===== src/rtl/rr_decoder_arbiter_pkg.sv =====
// Shared definitions for the round-robin decoder arbiter.
// Holds widths, FSM encodings and the rotating-priority pick.
package arb_defs;

    localparam int N_REQ = 8;
    localparam int SEL_W = 3;

    localparam logic [1:0] ST_IDLE  = 2'd0;
    localparam logic [1:0] ST_GRANT = 2'd1;
    localparam logic [1:0] ST_GAP   = 2'd2;

    function automatic logic [SEL_W-1:0] rr_pick(
        input logic [N_REQ-1:0] req,
        input logic [SEL_W-1:0] ptr
    );
        logic [SEL_W-1:0] idx;
        logic [SEL_W-1:0] win;
        logic             found;
        win   = ptr;
        found = 1'b0;
        for (int i = 0; i < N_REQ; i++) begin
            idx = ptr + SEL_W'(i);
            if (!found && req[idx]) begin
                win   = idx;
                found = 1'b1;
            end
        end
        return win;
    endfunction

endpackage


===== src/rtl/rr_decoder_arbiter_sel_decoder.sv =====
// 3:8 select decoder with enable.
// Produces the one-hot grant from the registered select index.
module sel_decoder_3to8
    import arb_defs::*;
(
    input  logic [SEL_W-1:0] sel,
    input  logic             en,
    output logic [N_REQ-1:0] gnt
);

    always_comb begin
        gnt = '0;
        if (en) begin
            gnt[sel] = 1'b1;
        end
    end

endmodule


===== src/rtl/rr_decoder_arbiter.sv =====
// Round-robin arbiter granting one of 8 requesters a shared decoded select.
// Grants are held until done, request drop, or hold timeout.
module rr_decoder_arbiter
    import arb_defs::*;
#(
    parameter int MAX_HOLD = 16,
    parameter int HOLD_W   = 5
) (
    input  logic             CLK,
    input  logic             RST,
    input  logic [N_REQ-1:0] REQ,
    input  logic             DONE,
    output logic [SEL_W-1:0] SEL,
    output logic [N_REQ-1:0] GNT,
    output logic             VALID,
    output logic             TOUT
);

    localparam logic [HOLD_W-1:0] HOLD_LAST =
        HOLD_W'((MAX_HOLD == 0) ? 0 : MAX_HOLD - 1);

    logic [1:0]        state_q, state_d;
    logic [SEL_W-1:0]  sel_q, sel_d;
    logic [SEL_W-1:0]  ptr_q, ptr_d;
    logic [HOLD_W-1:0] cnt_q, cnt_d;
    logic              valid_q, valid_d;
    logic              tout_q, tout_d;

    logic rel_done;
    logic rel_drop;
    logic rel_tout;

    assign rel_done = DONE;
    assign rel_drop = !REQ[sel_q];
    assign rel_tout = (MAX_HOLD != 0) && (cnt_q == HOLD_LAST);

    always_comb begin
        state_d = state_q;
        sel_d   = sel_q;
        ptr_d   = ptr_q;
        cnt_d   = cnt_q;
        valid_d = valid_q;
        tout_d  = 1'b0;
        case (state_q)
            // GAP already has GNT low, so it may arbitrate for the next grant
            ST_IDLE, ST_GAP: begin
                if (|REQ) begin
                    sel_d   = rr_pick(REQ, ptr_q);
                    valid_d = 1'b1;
                    cnt_d   = '0;
                    state_d = ST_GRANT;
                end else begin
                    state_d = ST_IDLE;
                end
            end
            ST_GRANT: begin
                if (rel_done || rel_drop || rel_tout) begin
                    valid_d = 1'b0;
                    ptr_d   = sel_q + 1'b1;
                    cnt_d   = '0;
                    tout_d  = rel_tout && !rel_done && !rel_drop;
                    state_d = ST_GAP;
                end else begin
                    cnt_d = cnt_q + 1'b1;
                end
            end
            default: begin
                valid_d = 1'b0;
                cnt_d   = '0;
                state_d = ST_IDLE;
            end
        endcase
    end

    always_ff @(posedge CLK) begin
        if (RST) begin
            state_q <= ST_IDLE;
            sel_q   <= '0;
            ptr_q   <= '0;
            cnt_q   <= '0;
            valid_q <= 1'b0;
            tout_q  <= 1'b0;
        end else begin
            state_q <= state_d;
            sel_q   <= sel_d;
            ptr_q   <= ptr_d;
            cnt_q   <= cnt_d;
            valid_q <= valid_d;
            tout_q  <= tout_d;
        end
    end

    sel_decoder_3to8 u_dec (
        .sel (sel_q),
        .en  (valid_q),
        .gnt (GNT)
    );

    assign SEL   = sel_q;
    assign VALID = valid_q;
    assign TOUT  = tout_q;

endmodule

===== config.mk =====
export PLATFORM = sky130hd
export DESIGN_NAME = rr_decoder_arbiter
export DESIGN_NICKNAME = d
export VERILOG_FILES = /design/src/rtl/rr_decoder_arbiter_pkg.sv /design/src/rtl/rr_decoder_arbiter_sel_decoder.sv /design/src/rtl/rr_decoder_arbiter.sv
export SDC_FILE = /design/constraint.sdc
export NUM_CORES = 1
export LEC_CHECK = 0
export ABC_CLOCK_PERIOD_IN_PS = 8500
export CORE_MARGIN = 3
export CORE_UTILIZATION = 55
export DETAILED_ROUTE_END_ITERATION = 6
export PLACE_DENSITY = 0.81
export SLEW_MARGIN = 20
export SYNTH_ARGS = -nofsm -noshare
export SYNTH_HDL_FRONTEND = slang
export SYNTH_SLANG_ARGS = --single-unit

===== constraint.sdc =====
create_clock -name CLK -period 8.5 [get_ports CLK]
set_input_delay 1.275 -clock CLK [delete_from_list [all_inputs] [get_ports CLK]]
set_output_delay 1.275 -clock CLK [all_outputs]
set_load 0.05 [all_outputs]

==> impl_metrics.tcl <==
set metrics [dict create \
    finClkSkew_ns 0.0112 \
    r2r-start "ptr_q[0]" \
    finalSetupViolCount 0 \
    vias_per_cell 6.69 \
    path_delay_family "multiplexers" \
    path_clk_slew_ns 0.10 \
    period_share 0.446 \
    hp-start "cnt_q[4]" \
    synth_area_per_cell_um2 8.81 \
    clock-sinks 15 \
    synth_top_family_by_area "multiplexers" \
    dieArea_mm2 0.00355 \
    tightestPinTransition_ns 0.708 \
    startpoint "ptr_q[0]" \
    yosysTopAreaCellShare 0.190 \
    hold_buffers 0 \
    peakVddDrop_mv 0.160 \
    fin_hold_ws_ns 0.510 \
    cp-end-kind "flop" \
    crit_buf_inv 1 \
    drc_errors 0 \
    netlist_instances 179 \
    cp-start-kind "flop" \
    clock_latency_ns 0.30 \
    synth_most_common_cell "nor2_1" \
    grt_overflow 0 \
    ios 24 \
    crit_path_max_fanout 11 \
    nets 213 \
    ant_nets 0 \
    total_power_mw 0.364 \
    clockRootBuffer "clkbuf_4" \
    synth_edf_count 0 \
    vias 1512 \
    fmax_mhz 264 \
    grt_use_total 0.226 \
    synth-compound-area-share 0.153 \
    ys_async_sr_fraction 0 \
    htree_levels 1 \
    synthMuxAreaShare 0.300 \
    wl_per_cell_um 16.6 \
    ys_top_cells_by_count "nor2_1, dfxtp_1, nand2_1" \
    tritoncts "done" \
    slowest_stage "mux4_1" \
    core_area_mm2 0.00259 \
    drtIter0Drc 92 \
    grt_setup_unrepaired "false" \
    cp.required_ns 8.73 \
    slew_headroom 0.528 \
    synthAdderAreaFrac 0.0397 \
    power.density_mw_per_mm2 201 \
    gp_congestion 0.889 \
    first_pass_iters 4 \
    slowest_delay_ns 0.71 \
    grt_pass1_wl_um 6240 \
    syn2layout_area_growth_pct 14.8 \
    place_hpwl_um 2870 \
    cts_made_buffers 3 \
    antenna_found_initial 0 \
    syn_nets 195 \
    drive_gt1_frac 0.0969 \
    synth_cell_type_count 48 \
    ys_seq_elements 15 \
    cts_resized 0 \
    n_fill_cell 204 \
    seq_area_frac_synth 0.190 \
    antennaDiodeCount 0 \
    initial_core_util 0.609 \
    dp_worst_setup_slack_ns 4.57 \
    setup_tns_ns 0 \
    cts_setup_buffers 0 \
    netlist_top_cells_area "dfxtp_1, mux4_2, mux4_1, mux2i_1, nor2_1" \
    arrival_ns 4.02 \
    fin_util 0.699 \
    synth_top_area_cell "dfxtp_1" \
    yosys_warnings 0 \
    worstSetupPathType "flop to flop" \
    dieWidth_um 59.5 \
    outcome "completed" \
    die-height_um 59.5 \
    finalHoldViolCount 0 \
    period_needed_ns 3.79 \
    yosys_most_used_dff "dfxtp_1" \
    yosys.area_share.simple 0.206 \
    grt_max_degree 16 \
    slew_violations 0 \
    worstPathCellList "inv_1, ha_1, mux4_1, mux2i_1, a32o_1, o2111ai_1, nand3_1, or3b_1, a21oi_1" \
    clockBufferDepth 2 \
    detail_route.wirelength_um 3750 \
    port_buffers 23 \
    drv_cap 0 \
    hp-class "flop to flop" \
    synth_xor_area_frac 0.0500 \
    synth.cell_area_mm2 0.00158 \
    reg2reg_slack_ns 4.71 \
    p_leak_nw 0.669 \
    worst_slack_ns 4.71 \
    grt_pass1_vias 1372 \
    rows 18 \
]
## report_power, final
group	internal [mW]	leakage (nW)	switching [mW]
Sequential	0.0777	0.123	0.0214
Clock	0.0175	0.0177	0.0251
Combinational	0.0985	0.529	0.123
Total	0.194	0.669	0.170
## final timing paths
path                   end  cells after the start
setup / recovery    SEL[0]                      9
hold / removal    cnt_q[4]                      2
setup reg to reg    SEL[0]                      9
hold reg to reg   cnt_q[4]                      2
## layer usage
layer  vias to the layer above  wire [µm]  global-route usage
li1                        710          -                   -
met4                         0         30              0.0443
met2                        83       1830               0.367
met3                         6        316              0.0501
met1                       713       1580               0.310
met5                         -          0                   0
## registers in the layout, summed over array words and instances, names as in the netlist
register  cells
state_q       2
TOUT          1
cnt_q         5
SEL           3
VALID         1
ptr_q         3
## layout by cell type (no fill, tap or decap), drive strengths merged, types with 2 or more instances in the layout
cell / count
and3: 2
inv: 9
a21oi: 12
a31oi: 2
nor4: 2
nand3: 5
nand2b: 5
nor2b: 2
o22ai: 2
nor2: 25
dfxtp: 15
clkdlybuf4s50: 23
o21ai: 2
xor2: 4
mux2: 3
a221o: 2
clkbuf: 3
mux4: 12
a211oi: 2
nand2: 15
ha: 5
mux2i: 13
xnor2: 5
nor3: 6
## tightest hold or removal path, stage by stage (launching register included)
cell and delay, ns:
dfxtp_1 0.35, a21oi_1 0.06, nor2_1 0.07
## through the flow
stage	std cells	area (µm²)
2_1_floorplan	179	1580
3_3_place_gp	222	1780
3_5_place_dp	222	1780
4_1_cts	226	1810
5_1_grt	226	1810
6_report	226	1810
## layout make-up
cell class / instances / area (µm²) / area share
clock buffers: 3 / 22.5 / 0.0124
clock inverters: 1 / 5.00 / 0.00277
inverters: 9 / 33.8 / 0.0187
multi-input cells: 145 / 1180 / 0.652
flip-flops and latches: 15 / 300 / 0.166
well taps: 30 / 37.5 / 0.0207
repair buffers: 23 / 230 / 0.127
## kinds of logic after synthesis
group           Yosys count
simple gates             68
compound gates           35
mux                      28
buf+inv                  19
flops                    15
xor+xnor                  9
fa+ha+maj                 5
Power figures use the tool's default switching activity.
==> RTL change 1, RTL diff (config.mk and constraints unchanged) <==
The package constant `SEL_W` goes from 3 to 2.
--- a/src/rtl/rr_decoder_arbiter_pkg.sv
+++ b/src/rtl/rr_decoder_arbiter_pkg.sv
@@ -3,7 +3,7 @@
 package arb_defs;
 
     localparam int N_REQ = 8;
-    localparam int SEL_W = 3;
+    localparam int SEL_W = 2;
 
     localparam logic [1:0] ST_IDLE  = 2'd0;
     localparam logic [1:0] ST_GRANT = 2'd1;
Ports: changed (resized SEL); port bits go from 24 to 23. No check against the original RTL was run, so the function may have changed too.
==> RTL change 1 against the original RTL <==
- routed wire length is 58% lower
- area after synthesis is 50% lower
- count of clock-buffer cells in the layout stayed put
- worst setup slack better by 560 ps
- sequential cell count is 2 lower
- total power is 58% lower
- cell area is 46% lower
- register-to-register slack better by 1600 ps
- final cell count is 43% lower
- largest cell class unchanged
==> RTL change 1: results (changes against the original RTL) <==
Global routing
  – Total track usage: 19.3% (-3.3 points)
  – Vias in the first global route: 637 (-54%)
  – GR Util met3: 8.71% (+3.7 points)
  – Met2 usage: 30.2% (-6.4 points)
  – First-pass GRT wire length: 2680 um (-57%)
  – Largest net degree at the start of global routing: 9 (-7)

Logic synthesis
  – Seq/Total Area, Yosys: 33.2% (+14 points)
  – Synth top cells by count: dfxtp_1 (13), nand2_1 (11), inv_1 (7), ha_1 (6)
  – Largest cells by area after synthesis: dfxtp_1 (33%), ha_1 (9.6%), nand2_1 (5.3%), and2_1 (4.0%), mux2i_1 (3.8%)
  – Avg Inst Size Synth: 8.24 sq um (-6.4%)
  – Cell variety after synth: 32 (-33%)

Routing
  – Via count: 739 (-51%)
  – DRT iter0 DRCs: 6 (-93%)
  – Drt total wl: 1570 um (-58%)
  – DR WL met2: 707 um (-61%)
  – Routed len/inst: 12.2 um (-27%)
  – DR WL met3: 173 um (-45%)

Worst setup path
  – Critical path's top delay family: buffers and inverters
  – Slowest-stage cell, CP: clkdlybuf4s50_1
  – Worst Reg-to-Reg Cells: 7 (-2)
  – Critical Path Start: SEL[0]$_SDFFE_PP0P_
  – CP endpoint: GNT[2]
  – Crit-path max FO: 8 (-3)
  – Arrival @ worst endpoint: 1950 ps (-2070 ps)
  – CP peak stage delay: 690 ps (-20 ps)

Cells and area
  – Layout fillers: 88 (-57%)

Place
  – Detailed Place HPWL: 1250 um (-56%)
  – DP Area: 958 sq um (-46%)
  – Routability cong.: 0.809 (-8.9%)

Outcome
  – Status: finished clean

Clocking
  – Clk slew on worst S/H paths: 80 ps (-20 ps)

Power
  – P_seq: 69.4 uW (-30%)

Hold path
  – Hold-critical path endpoint: cnt_q[4]$_SDFFE_PP0P_
RTL change 1: changes by cell type after synthesis, sizes merged, moves of 5 or more:
cell    delta
xnor2      -5
clkbuf     -5
mux4      -12
a21oi      -9
and2       +5
nor2      -20
mux2i     -10
RTL change 1: final cells by class:
| type | count | area, sq um | share of cell area, % |
|---|---|---|---|
| well taps | 14 | 17.5 | 1.78 |
| clock buffers | 3 | 22.5 | 2.28 |
| repair buffers | 18 | 180 | 18.3 |
| flip-flops and latches | 13 | 260 | 26.4 |
| clock inverters | 1 | 5.00 | 0.508 |
| multi-input cells | 73 | 474 | 48.1 |
| inverters | 7 | 26.3 | 2.66 |
RTL change 1: logic make-up (layout without fill, tap and decap cells):
family,after synthesis,count (layout),share of synthesized area (%)
other,1,4,0.479
muxes,3,3,3.83
and+or+nand+nor,41,41,28.3
AOI/OAI and AO/OA,19,19,16.9
adders and majority gates,6,6,9.58
DFF,13,13,33.2
buffers and inverters,12,29,7.67
==> RTL change 2, RTL diff (same flow settings) <==
Without the edit above. Make the reset (`RST`) asynchronous in one clocked block.
--- a/src/rtl/rr_decoder_arbiter.sv
+++ b/src/rtl/rr_decoder_arbiter.sv
@@ -72,7 +72,7 @@
         endcase
     end
 
-    always_ff @(posedge CLK) begin
+    always_ff @(posedge CLK or posedge RST) begin
         if (RST) begin
             state_q <= ST_IDLE;
             sel_q   <= '0;
Behaviour: differs if RST is asserted again (counterexample within 4 cycles, from zero or initial values and one cycle with RST high); with RST held inactive, the same outputs for 10 cycles.
==> RTL change 2 against the original RTL <==
- area after synthesis rose by 10%
- critical path depth did not move
- cell area rose by 8.4%
- worst setup slack got worse by 51 ps
- routed wire length rose by 19%
- count of clock-buffer cells in the layout did not move
- first-iteration DRC count rose by 74%
- sequential cell count did not move
- highest routed layer unchanged
Power is not shown: default switching activity piles up to over one toggle a cycle in this logic, so the estimate is an artifact.
==> RTL change 2: results (changes against the original RTL) <==
Global routing
  – First-pass GRT wire length: 7760 um (+24%)
  – Largest net degree at the start of global routing: 19 (+3)
  – Vias in the first global route: 1568 (+14%)
  – Total track usage: 24.2% (+1.6 points)

Worst setup path
  – Critical path's top delay family: compound AO/OA/AOI/OAI gates
  – CP peak stage delay: 890 ps (+180 ps)
  – Slowest-stage cell, CP: dfrtp_1
  – Crit-path max FO: 18 (+7)

Logic synthesis
  – Yosys warns: 0 (unchanged)
  – Cell variety after synth: 49 (+2.1%)
  – Async set-reset flop share out of synthesis: 100% (+100 points)
  – Seq/Total Area, Yosys: 21.6% (+2.6 points)
  – Syn_nets: 206 (+5.6%)

STA
  – Clock skew: 5.50 ps (-5.75 ps)
  – Fin. max-slew vios: 0 (unchanged)
  – Least-Margin Pin Slew: 812 ps (+104 ps)

Place
  – DP Area: 1930 sq um (+8.4%)
  – Routability cong.: 0.912 (+2.6%)
  – Detailed Place HPWL: 3340 um (+17%)

Cells and area
  – Nets: 226 (+6.1%)
  – Share of layout cells above drive strength 1: 12.4% (+2.7 points)
  – Layout fillers: 238 (+17%)

Routing
  – DR WL met3: 359 um (+14%)
  – DRT iter0 DRCs: 160 (+74%)
  – M1 wire length: 1890 um (+20%)
  – DR WL met2: 2190 um (+20%)
  – Via count: 1606 (+6.2%)
  – Drt total wl: 4470 um (+19%)

Floorplan
  – Width of the die: 62.2 um (+4.4%)

Outcome
  – Status: finished clean

Clocking
  – Clk slew on worst S/H paths: around 110 ps
==> RTL change 2: cell types whose count changed after synthesis, moves of 4 or more <==
cell	delta
nor2_1	-7
o21ai_0	+12
dfxtp_1	-15
dfrtp_1	+15
nand2_1	+11
clkbuf_1	-4
==> RTL change 2: metrics by stage <==
stage / hold WS (ps) / instances / worst slack [ps]
2_1_floorplan: 450 / 190 / 5260
3_3_place_gp: 465 / 247 / 4770
3_5_place_dp: 471 / 247 / 4690
4_1_cts: 498 / 251 / 4730
5_1_grt: 528 / 251 / 4410
6_report: 493 / 251 / 4660
==> RTL change 2: cell type report <==
class / count / area (sq um) / area share [%]
Timing Repair Buffer: 23 / 230 / 11.7
Clock buffer: 3 / 22.5 / 1.15
Multi-Input combinational cell: 156 / 1230 / 62.8
Tap cell: 42 / 52.6 / 2.68
Inverter: 11 / 41.3 / 2.10
Sequential cell: 15 / 375 / 19.1
Clock inverter: 1 / 7.51 / 0.383
==> RTL change 2: worst register-to-register path, delay by kind of cell, from the launching register on <==
kind	cells	cell delay [ps]
compound gates	4	950
flops	1	890
mux	2	770
fa+ha+maj	1	700
buf+inv	1	260
simple gates	1	170
==> RTL change 2: routing by layer <==
layer  global-route usage, %  vias up
met2                    41.0       78
li1                        -      756
met5                       0        -
met3                    5.95        5
met1                    32.8      767
met4                    2.21        0
==> RTL change 2: path summary, 6_finish.rpt <==
path,start,end,slack (ps),cells past startpoint
setup / recovery,ptr_q[0]$_DFFE_PP0P_,SEL[2]$_DFFE_PP0P_,4660,9
hold / removal,cnt_q[4]$_DFFE_PP0N_,cnt_q[4]$_DFFE_PP0N_,490,2
setup reg to reg,ptr_q[0]$_DFFE_PP0P_,SEL[2]$_DFFE_PP0P_,4660,9
hold reg to reg,cnt_q[4]$_DFFE_PP0N_,cnt_q[4]$_DFFE_PP0N_,490,2
max in group asynchronous,RST,cnt_q[0]$_DFFE_PP0N_,6770,2
min in group asynchronous,RST,ptr_q[0]$_DFFE_PP0P_,1340,2
==> RTL change 2: kinds of logic after synthesis <==
logic type      Yosys count  synth area share, %
compound gates           50                 20.5
xor+xnor                  6                 3.03
fa+ha+maj                 5                 3.60
buf+inv                  19                 7.35
flops                    15                 21.6
mux                      26                 25.5
simple gates             69                 18.4
